--- src/rtl/systolic_feed_scheduler_pkg.sv ---
// Shared constants and types for the systolic operand feed scheduler.
//   N_LANES / DEPTH / SKEW : array edge geometry and diagonal skew
//   DRAIN_CYCLES           : cycles after the last feed until results are final
//   T_FEED                 : length of the feed phase in unstalled cycles
//   SEL_W, T_W, D_W, LANE_W: derived field widths
//   state_t                : scheduler FSM state encoding
package systolic_pkg;

  localparam int unsigned N_LANES      = 4;
  localparam int unsigned DEPTH        = 4;
  localparam int unsigned SKEW         = 1;
  localparam int unsigned DRAIN_CYCLES = 2 * N_LANES - 1;
  localparam int unsigned SEL_W        = $clog2(DEPTH);
  localparam int unsigned T_FEED       = DEPTH + SKEW * (N_LANES - 1);
  localparam int unsigned T_W          = $clog2(T_FEED + 1);
  localparam int unsigned D_W          = $clog2(DRAIN_CYCLES + 1);
  localparam int unsigned LANE_W       = (N_LANES > 1) ? $clog2(N_LANES) : 1;

  typedef enum logic [1:0] {
    IDLE  = 2'd0,
    FEED  = 2'd1,
    DRAIN = 2'd2,
    DONE  = 2'd3
  } state_t;

endpackage

--- src/rtl/systolic_feed_scheduler_skew_lane_decode.sv ---
// Per-lane decode of the shared feed counter into a mux select and valid.
//   t         : feed counter value to decode
//   lane      : index of this lane (tied to a constant by the parent)
//   lane_en_c : lane carries valid data for this t
//   sel_c     : operand index for this lane (0 when inactive)
module skew_lane_decode
  import systolic_pkg::*;
(
  input  logic [T_W-1:0]    t,
  input  logic [LANE_W-1:0] lane,
  output logic              lane_en_c,
  output logic [SEL_W-1:0]  sel_c
);

  logic [31:0] first_t;
  logic [31:0] rel_t;

  // Lane i walks 0..DEPTH-1 starting SKEW*i cycles after lane 0.
  always_comb begin
    first_t   = SKEW * 32'(lane);
    rel_t     = 32'(t) - first_t;
    lane_en_c = 1'b0;
    sel_c     = '0;
    if ((32'(t) >= first_t) && (rel_t < DEPTH)) begin
      lane_en_c = 1'b1;
      sel_c     = SEL_W'(rel_t);
    end
  end

endmodule

--- src/rtl/systolic_feed_scheduler.sv ---
// Sequences the operand mux bank on one edge of the systolic matmul array:
// a skewed feed phase, a drain phase, then a one-cycle done pulse.
//   clk, rst_n : clock and asynchronous active-low reset
//   start      : one-cycle request to begin a pass
//   stall      : freezes sequencing in FEED/DRAIN
//   busy       : pass in progress (FEED entry through DONE)
//   done       : one-cycle completion pulse
//   acc_clr    : one-cycle accumulator clear on the first FEED cycle
//   lane_en    : per-lane data valid
//   sel        : packed per-lane mux selects, lane i at [i*SEL_W +: SEL_W]
// Build option: SCHED_BACK2BACK_EN lets a start seen in DONE go straight to FEED.
module systolic_feed_scheduler
  import systolic_pkg::*;
(
  input  logic                     clk,
  input  logic                     rst_n,
  input  logic                     start,
  input  logic                     stall,
  output logic                     busy,
  output logic                     done,
  output logic                     acc_clr,
  output logic [N_LANES-1:0]       lane_en,
  output logic [N_LANES*SEL_W-1:0] sel
);

  state_t                   state_q, state_d;
  logic [T_W-1:0]           t_q, t_d;
  logic [D_W-1:0]           d_q, d_d;
  logic                     hold_d;
  logic                     clr_d;

  logic                     busy_d, done_d;
  logic [N_LANES-1:0]       lane_en_d;
  logic [N_LANES*SEL_W-1:0] sel_d;

  logic [N_LANES-1:0]       dec_en;
  logic [SEL_W-1:0]         dec_sel [N_LANES];

  // Decode the upcoming counter value so the outputs can be registered.
  for (genvar i = 0; i < N_LANES; i++) begin : g_lane
    skew_lane_decode u_dec (
      .t         (t_d),
      .lane      (LANE_W'(i)),
      .lane_en_c (dec_en[i]),
      .sel_c     (dec_sel[i])
    );
  end

  // State, counters and output registers.
  always_ff @(posedge clk or negedge rst_n) begin
    if (!rst_n) begin
      state_q <= IDLE;
      t_q     <= '0;
      d_q     <= '0;
      busy    <= 1'b0;
      done    <= 1'b0;
      acc_clr <= 1'b0;
      lane_en <= '0;
      sel     <= '0;
    end else begin
      state_q <= state_d;
      t_q     <= t_d;
      d_q     <= d_d;
      busy    <= busy_d;
      done    <= done_d;
      acc_clr <= clr_d;
      lane_en <= lane_en_d;
      sel     <= sel_d;
    end
  end

  // Next state and counters; counters only advance below their terminal value.
  always_comb begin
    state_d = state_q;
    t_d     = t_q;
    d_d     = d_q;
    hold_d  = 1'b0;
    clr_d   = 1'b0;
    unique case (state_q)
      IDLE: begin
        if (start) begin
          state_d = FEED;
          t_d     = '0;
          clr_d   = 1'b1;
        end
      end
      FEED: begin
        if (stall) begin
          hold_d = 1'b1;
        end else if (t_q == T_W'(T_FEED - 1)) begin
          state_d = DRAIN;
          d_d     = '0;
        end else begin
          t_d = t_q + T_W'(1);
        end
      end
      DRAIN: begin
        if (stall) begin
          hold_d = 1'b1;
        end else if (d_q == D_W'(DRAIN_CYCLES - 1)) begin
          state_d = DONE;
        end else begin
          d_d = d_q + D_W'(1);
        end
      end
      DONE: begin
        state_d = IDLE;
`ifdef SCHED_BACK2BACK_EN
        if (start) begin
          state_d = FEED;
          t_d     = '0;
          clr_d   = 1'b1;
        end
`endif
      end
      default: state_d = IDLE;
    endcase
  end

  // Output values for the coming cycle; a stalled feed cycle keeps sel but drops valid.
  always_comb begin
    busy_d    = (state_d != IDLE);
    done_d    = (state_d == DONE);
    lane_en_d = '0;
    sel_d     = '0;
    if (state_d == FEED) begin
      for (int i = 0; i < N_LANES; i++) begin
        lane_en_d[i]             = dec_en[i] & ~hold_d;
        sel_d[i*SEL_W +: SEL_W]  = dec_sel[i];
      end
    end
  end

endmodule

--- config.mk ---
export PLATFORM = sky130hd
export DESIGN_NAME = systolic_feed_scheduler
export DESIGN_NICKNAME = d
export VERILOG_FILES = /design/src/rtl/systolic_feed_scheduler_pkg.sv /design/src/rtl/systolic_feed_scheduler_skew_lane_decode.sv /design/src/rtl/systolic_feed_scheduler.sv
export SDC_FILE = /design/constraint.sdc
export NUM_CORES = 1
export LEC_CHECK = 0
export ABC_AREA = 1
export CORE_MARGIN = 2
export CORE_UTILIZATION = 25
export DETAILED_ROUTE_END_ITERATION = 10
export PLACE_DENSITY_LB_ADDON = 0.1
export SKIP_LAST_GASP = 1
export SLEW_MARGIN = 10
export SYNTH_ARGS = -nofsm -noshare
export SYNTH_HDL_FRONTEND = slang
export SYNTH_SLANG_ARGS = --single-unit
--- constraint.sdc ---
create_clock -name clk -period 3 [get_ports clk]
set_clock_uncertainty 0.15 [all_clocks]
set_input_delay 0.9 -clock clk [delete_from_list [all_inputs] [get_ports clk]]
set_output_delay 0.9 -clock clk [all_outputs]
set_load 0.005 [all_outputs]
Word level (Yosys, flattened, before mapping). Index checks and enable logic that the tools add are counted.

Mux-type cells: 29. Add/subtract/negate cells: 5. Eq/ne operators: 11. Bitwise operators: 5. Reduce and logical (&&, ||, !) cells: 9. Magnitude comparators: 8.

Operators by type and width (count): $lt 32x3->1 const B (3); $mux 3 (7); $mux 2 (9); $pmux 3 s2 (2); $mux 1 (8); $mux 8 (1); $ne 2x2->1 const B (4); $pmux 2 s4 (1); $sub 3x2->4 const B (2); $add 3x1->3 const B (2); $eq 2x2->1 const B (3); $eq 3x3->1 const B (2); $ge 3x1->1 const B (2); $ge 3x2->1 const B (2); $reduce_and 5->1 (1); $and 1x1->1 (4); $eq 2x1->1 const B (2); $logic_and 1x1->1 (4); $mux 4 (1); $reduce_bool 2->1 (2); $sub 3x1->4 const B (1); $lt 3x3->1 const B (1); $logic_not 2->1 (1); $reduce_or 2->1 (1); $not 1->1 (1).

Input port bits: 4. Word-level logic and storage cells: 75. Output and inout port bits: 15. Register bits: 23.

Depth between registers and ports, before layout. Gate-level depths: netlist (run 1).

Depth in word-level cells: 10. Mapped depth: 16. Gate-level depth less buffers: 15.

Hierarchy. From an unflattened synthesis (run 1), not the netlist that was laid out.

Cell total of the unflattened synthesis: 200. Area total of the unflattened synthesis: 1599.0 um^2.

By module, submodules not included: systolic_feed_scheduler (cells each 124, instances 1, area an instance 1113.6 um^2, seq. area each 575.6 um^2); skew_lane_decode (cells each 19, instances 4, area an instance 121.4 um^2, seq. area each 0.0 um^2).

Least setup slack after synthesis (run 1). OpenSTA, ideal clock, no wires.

Path kind: in2reg. Start: input port stall. End: register lane_en[3]. Arrival time: 2145 ps. Path buffers: 0. Stages on the path: 12. Data required time: 2777 ps. Slack: 632 ps. Setup time: 73 ps. Path through: inv_2 > nand2_1 > o21ai_1 > nand2_2 > inv_1 > ha_1 > inv_1 > ha_1 > inv_1 > nor2_1 > nand2_1 > nor2_1.

Longest elaborated chain between the ends: 8. Elaborated cells on any way between the ends: 16. Classes of those cells: add/sub: 1; order compare: 2; eq/ne: 1; mux: 9; bitwise: 2; reduce/logical: 1.

RTL lines: from (decl) (RTL line systolic_feed_scheduler.sv:18) `input logic stall,`; $mux 3 (RTL line systolic_feed_scheduler.sv:88) `if (stall) begin`; $pmux 3 s2 (RTL line systolic_feed_scheduler.sv:79) `unique case (state_q)`; $sub 3x2->4 (RTL line systolic_feed_scheduler_skew_lane_decode.sv:21) `rel_t = 32'(t) - first_t;`; $lt 32x3->1 (RTL line systolic_feed_scheduler_skew_lane_decode.sv:24) `if ((32'(t) >= first_t) && (rel_t < DEPTH)) begin`; $logic_and 1x1->1 (RTL line systolic_feed_scheduler_skew_lane_decode.sv:24); $mux 1 (RTL line systolic_feed_scheduler_skew_lane_decode.sv:24); $and 1x1->1 (RTL line systolic_feed_scheduler.sv:128) `lane_en_d[i] = dec_en[i] & ~hold_d;`; $mux 4 (*) (RTL line systolic_feed_scheduler.sv:126) `if (state_d == FEED) begin`; via lane_en_d[3] (RTL line systolic_feed_scheduler.sv:33) `logic [N_LANES-1:0] lane_en_d;`; to (signal assigned) (RTL line systolic_feed_scheduler.sv:67) `lane_en <= lane_en_d;`; to (decl) (RTL line systolic_feed_scheduler.sv:22) `output logic [N_LANES-1:0] lane_en,`.

Mark *: on every way through the listed nets, which the timed path passes. The rest lies on a longest branch. A chain may end at the register's enable or synchronous reset.

Worst setup path in the final report (run 1). Ends and elaborated chain as after synthesis.

==> results of run 1 <==
-- flip-flops by register name (all words and copies together) (netlist names) --
signal   cells
lane_en      4
busy         1
sel          8
state_q      2
acc_clr      1
t_q          3
done         1
d_q          3
-- power groups by stage --
stage,Combinational [mW],Clock [mW],Sequential (mW)
3_3_place_gp,0.994,0,0.451
5_1_grt,1.12,0.221,0.459
3_5_place_dp,0.994,0,0.455
6_report,0.983,0.197,0.446
2_1_floorplan,0.694,0,0.451
4_1_cts,1.00,0.207,0.448
-- per-stage QoR --
step	instance area, µm²	util [%]	hold WS [ns]	setup slack (ns)	cells
after CTS	1640	32.2	0.414	0.408	246
after detailed placement	1600	31.3	0.391	0.124	242
after floorplan	1320	-	0.351	0.632	152
final	1640	32.2	0.413	0.413	246
after global routing	1640	32.2	0.453	0.192	246
after global placement	1600	31.3	0.379	0.129	242
-- synth_stat cells, types with 2 or more instances --
library cell	count	area share [%]
nand3_2	4	3.0
nand3_1	7	2.7
nand2_2	4	1.9
nand4_1	3	1.4
inv_2	4	1.1
dfrtp_1	23	44
inv_1	23	6.5
o21ai_0	2	0.76
o21ai_1	3	1.1
nand2_1	33	9.4
nor2_1	18	5.1
nor2_2	2	0.95
ha_1	14	13
nor3_2	2	1.5
-- final cells by class --
class / count / area [µm²]
Inverter: 28 / 108
Clock inverter: 1 / 5.00
Tap cell: 70 / 87.6
Sequential cell: 23 / 576
Timing Repair Buffer: 21 / 203
Fill cell: 550 / 3460
Multi-Input combinational cell: 100 / 624
Clock buffer: 3 / 41.3
-- path summary, 6_finish.rpt --
path	startpoint	slack, ns	endpoint
max	stall	0.41	lane_en[3]
min	d_q[2]	0.41	d_q[2]
max reg2reg	state_q[1]	0.55	sel[3]
min reg2reg	d_q[2]	0.41	d_q[2]
max in group asynchronous	rst_n	1.63	t_q[0]
min in group asynchronous	rst_n	0.84	state_q[0]
-- critical path: cells and delay by family --
family | cells | cell delay [ns]
adders and majority gates | 2 | 0.39
AOI/OAI and AO/OA | 1 | 0.23
buffers and inverters | 5 | 0.69
and+or+nand+nor | 5 | 0.42
-- layer usage --
layer	global-route usage (%)	vias up	part of all wire [%]
met3	1.78	5	2.2
li1	-	517	-
met5	0	-	0
met2	15.9	10	47
met4	4.36	0	2.0
met1	12.7	450	48
-- cell families (layout without fill, tap and decap cells) --
group / after synthesis / in the layout / share of synthesized area, %
flip-flops: 23 / 23 / 43.6
AO/OA/AOI/OAI: 10 / 10 / 5.60
buffers and inverters: 29 / 53 / 9.01
adder cells (fa/ha/maj): 14 / 14 / 13.3
AND/OR/NAND/NOR: 76 / 76 / 28.5
-- cell usage in the layout (no fill, tap or decap), drive strengths merged, types with 2 or more instances in the layout --
cell type,count
clkbuf,3
nand4,4
buf,3
nor3,2
nand3,11
dfrtp,23
clkdlybuf4s50,18
nor2,20
inv,28
ha,14
o21ai,6
nand2,38
==> results.json, run 1 <==
{
  "period_share_pct": 86.2,
  "p_int_uw": 889,
  "synth.distinct_cells": 24,
  "min_path_type": "register to register",
  "clkPwrFrac_pct": 12.1,
  "hold_depth": 2,
  "nNetsFinal": 195,
  "cts_made_buffers": 3,
  "syn2layout_area_growth_pct": 24.7,
  "grt_pass1_wl_um": 4500,
  "ys_seq_area_share_pct": 43.6,
  "syn_inst": 152,
  "timing_worst_slew_pin_value_ns": 0.451,
  "synth-seq-cells": 23,
  "viasPerCell": 3.99,
  "r2r.worst_path.cells": 14,
  "synth_warnings": 0,
  "htreeDepth": 1,
  "cts_resized": 0,
  "power_leakage_nw": 0.819,
  "outcome": "finished clean",
  "grt_overflow": 0,
  "setup.worst_path.class": "input pin to register",
  "cts_hold_buf": 0,
  "drt_pass1_iterations": 4,
  "cts_tree": "built",
  "max_slew_margin_pct": 69.9,
  "grt_max_degree": 24,
  "clkSlewWorstSetupHoldPaths_ns": 0.09,
  "min_period_ns": 2.59,
  "netSwitchingPower_uw": 737,
  "num_antenna_cells": 0,
  "crit_fanout": 7,
  "fmax_mhz": 387,
  "crit_slowest_cell": "clkdlybuf4s50_1",
  "report.final.setup_viol": 0,
  "cts.path.max_buffers": 2,
  "start_util_pct": 25.8,
  "drive_above_1_share_pct": 16.5,
  "io_buffers": 18,
  "clock_sinks": 23,
  "place_congestion": 0.776,
  "p_per_area_mw_per_mm2": 989,
  "antenna_found_initial": 0,
  "die_w_um": 76.6,
  "vias": 982,
  "rows": 26,
  "insertion_delay_ns": 0.26,
  "seqPwrFrac_pct": 27.4,
  "drtIter0Drc": 35,
  "async_flop_share_pct": 100,
  "cts_root_buf": "clkbuf_8",
  "synthFlopType": "dfrtp_1",
  "wl_um": 2660,
  "required_ns": 3.05,
  "avgSynthCellArea_um2": 8.68,
  "combPwrFrac_pct": 60.5,
  "drv_slew": 0,
  "cp-end-kind": "register",
  "hpwl_um": 2070,
  "grt_pass1_vias": 959,
  "cap_viol_max_count": 0,
  "avgRoutedWirePerCell_um": 10.8,
  "peakVddDrop_mv": 0.257,
  "slowest_delay_ns": 0.43,
  "grtUsageTotal_pct": 9.80,
  "cp_common_cell": "inv_1",
  "synth-edff-count": 0,
  "postRouteAntennaNets": 0,
  "p_sw_share_pct": 45.3,
  "chipHeight_um": 76.6,
  "critPathArrivalTime_ns": 2.64,
  "syn_area_mm2": 0.00132,
  "hold_viol": 0,
  "crit_chain": "clkdlybuf4s50_1, inv_2, nand2_1, o21ai_1, nand2_2, inv_1, ha_1, inv_1, ha_1, inv_1, nor2_1, nand2_1, nor2_1",
  "tns_ns": 0,
  "cts_setup_buffers": 0,
  "start_kind": "input pin",
  "rsz0062_at_grt": "false",
  "core_mm2": 0.00511,
  "synth_fp_nets": 170,
  "dieArea_mm2": 0.00587,
  "design_power_total_mw": 1.63,
  "ioPinCount": 19,
  "drc": 0
}
No activity file was read; power rests on OpenSTA's default activity.
==> run 2: changes to the inputs <==
==> constraint.sdc (replaced) <==
create_clock -name clk -period 3 [get_ports clk]
set_clock_uncertainty 0.15 [all_clocks]
set_input_delay 0.6 -clock clk [delete_from_list [all_inputs] [get_ports clk]]
set_output_delay 0.6 -clock clk [all_outputs]
set_load 0.005 [all_outputs]
==> results.json, run 2 (same netlist as run 1, synthesis figures left out) <==
{
  "outcome": "finished clean",
  "cts_tree": "built",
  "rows": 26,
  "start_kind": "register",
  "timing_worst_slew_pin_value_ns": 0.480,
  "cts_resized": 0,
  "dieArea_mm2": 0.00587,
  "num_antenna_cells": 0,
  "chipHeight_um": 76.6,
  "start_util_pct": 25.8,
  "post-place-ws_ns": 0.216,
  "drc": 0,
  "cts_setup_buffers": 0,
  "drv_slew": 0,
  "place_congestion": 0.808,
  "tns_ns": 0,
  "r2r-end": "sel[6]",
  "crit_chain": "inv_1, ha_1, inv_4, o21ai_1, nand2_2, inv_1, ha_1, inv_1, ha_1, inv_1, nor2_1, nand2_1, nor2_1",
  "grt_pass1_vias": 1013,
  "placed_area_mm2": 0.00158,
  "clock_sinks": 23,
  "setup_slack_ns": 0.408,
  "insertion_delay_ns": 0.27,
  "grt_overflow": 0,
  "min_period_ns": 2.59,
  "p_per_area_mw_per_mm2": 992,
  "design_area_mm2": 0.00163,
  "hold_depth": 2,
  "peakVddDrop_mv": 0.229,
  "period_share_pct": 86.4,
  "cp_common_cell": "inv_1",
  "reg2reg_slack_ns": 0.41,
  "required_ns": 3.05,
  "htreeDepth": 1,
  "avgRoutedWirePerCell_um": 11.4,
  "viasPerCell": 4.01,
  "vias": 979,
  "cp-startpoint": "state_q[1]",
  "grtUsageTotal_pct": 10.2,
  "critPathArrivalTime_ns": 2.64,
  "hp-start": "d_q[2]",
  "grt_max_degree": 24,
  "core_mm2": 0.00511,
  "hold_end": "d_q[2]",
  "wl_um": 2790,
  "fmax_mhz": 386,
  "die_w_um": 76.6,
  "cts_root_buf": "clkbuf_8",
  "io_buffers": 18,
  "cts_made_buffers": 3,
  "slowest_delay_ns": 0.47,
  "min_path_type": "register to register",
  "cp-end-kind": "register",
  "layout.cells.most_common": "nand2_1",
  "grt_pass1_wl_um": 4800,
  "crit_fanout": 8,
  "cts.path.max_buffers": 2,
  "hold_viol": 0,
  "rsz0062_at_grt": "false",
  "r2r.worst_path.cells": 13,
  "clkSlewWorstSetupHoldPaths_ns": 0.09,
  "crit_slowest_cell": "ha_1",
  "postRouteAntennaNets": 0,
  "antenna_found_initial": 0,
  "syn2layout_area_growth_pct": 23.5,
  "top_register": "sel",
  "cap_viol_max_count": 0,
  "nNetsFinal": 193,
  "drt_pass1_iterations": 4,
  "reg2reg_from": "state_q[1]",
  "report.final.setup_viol": 0,
  "ioPinCount": 19,
  "design_power_total_mw": 1.62,
  "cts_hold_buf": 0,
  "drive_above_1_share_pct": 15.5,
  "hpwl_um": 2090,
  "reg_top3": "sel (8), lane_en (4)",
  "drtIter0Drc": 42,
  "setup.worst_path.class": "register to register",
  "power_leakage_nw": 0.809,
  "largest_reg_flops": 8,
  "max_slew_margin_pct": 68.0,
  "final_cell_mix": "33 x nand2_1, 23 x inv_1, 23 x dfrtp_1, 18 x nor2_1, 18 x clkdlybuf4s50_1"
}
==> run 2: stage by stage <==
stage | hold slack, ns | util [%] | std cells
finish | 0.403 | 31.9 | 244
global route | 0.449 | 31.9 | 244
CTS | 0.413 | 31.9 | 244
detailed placement | 0.390 | 31.0 | 240
global placement | 0.383 | 31.0 | 240
floorplan | 0.154 | - | 152
==> run 2: how the worst max path moves through the flow <==
stage,to,cells past startpoint
after floorplan,lane_en[3],14
after global placement,lane_en[3],13
after detailed placement,sel[6],13
after CTS,sel[6],13
after global routing,sel[6],13
final,sel[6],13
==> run 2: power breakdown <==
group          switching (mW)  internal [mW]
clock network           0.109         0.0929
registers              0.0438          0.400
logic                   0.587          0.384
==> run 2: area by class of cell <==
type / instances / area [µm²]
Clock buffer: 3 / 41.3
Clock inverter: 1 / 5.00
Fill cell: 543 / 3480
Inverter: 28 / 108
Multi-Input combinational cell: 100 / 624
Sequential cell: 23 / 576
Tap cell: 70 / 87.6
Timing Repair Buffer: 19 / 188
==> run 2: worst max-delay path: cells and delay by family, from the launching register on <==
| family | cells | cell delay [ns] |
|---|---|---|
| adders and majority gates | 3 | 0.86 |
| AOI/OAI and AO/OA | 1 | 0.25 |
| DFF | 1 | 0.43 |
| and+or+nand+nor | 4 | 0.43 |
| buffers and inverters | 5 | 0.39 |
==> run 2: routing by layer <==
metal  routed length, µm  GRT usage, %  vias to the layer above
met5                   0             0                        -
met4                  24          4.36                        0
met3                  64          1.42                        2
met2                1330          17.0                        9
met1                1370          13.3                      458
li1                    -             -                      510
==> run 3: changes to the inputs <==
--- a/config.mk
+++ b/config.mk
@@ -6,6 +6,7 @@
 export NUM_CORES = 1
 export LEC_CHECK = 0
 export ABC_AREA = 1
+export ABC_CLOCK_PERIOD_IN_PS = 3000
 export CORE_MARGIN = 2
 export CORE_UTILIZATION = 25
 export DETAILED_ROUTE_END_ITERATION = 10
==> results of run 3 <==
The final DEF is identical to that of run 2; final timing and power are the same.
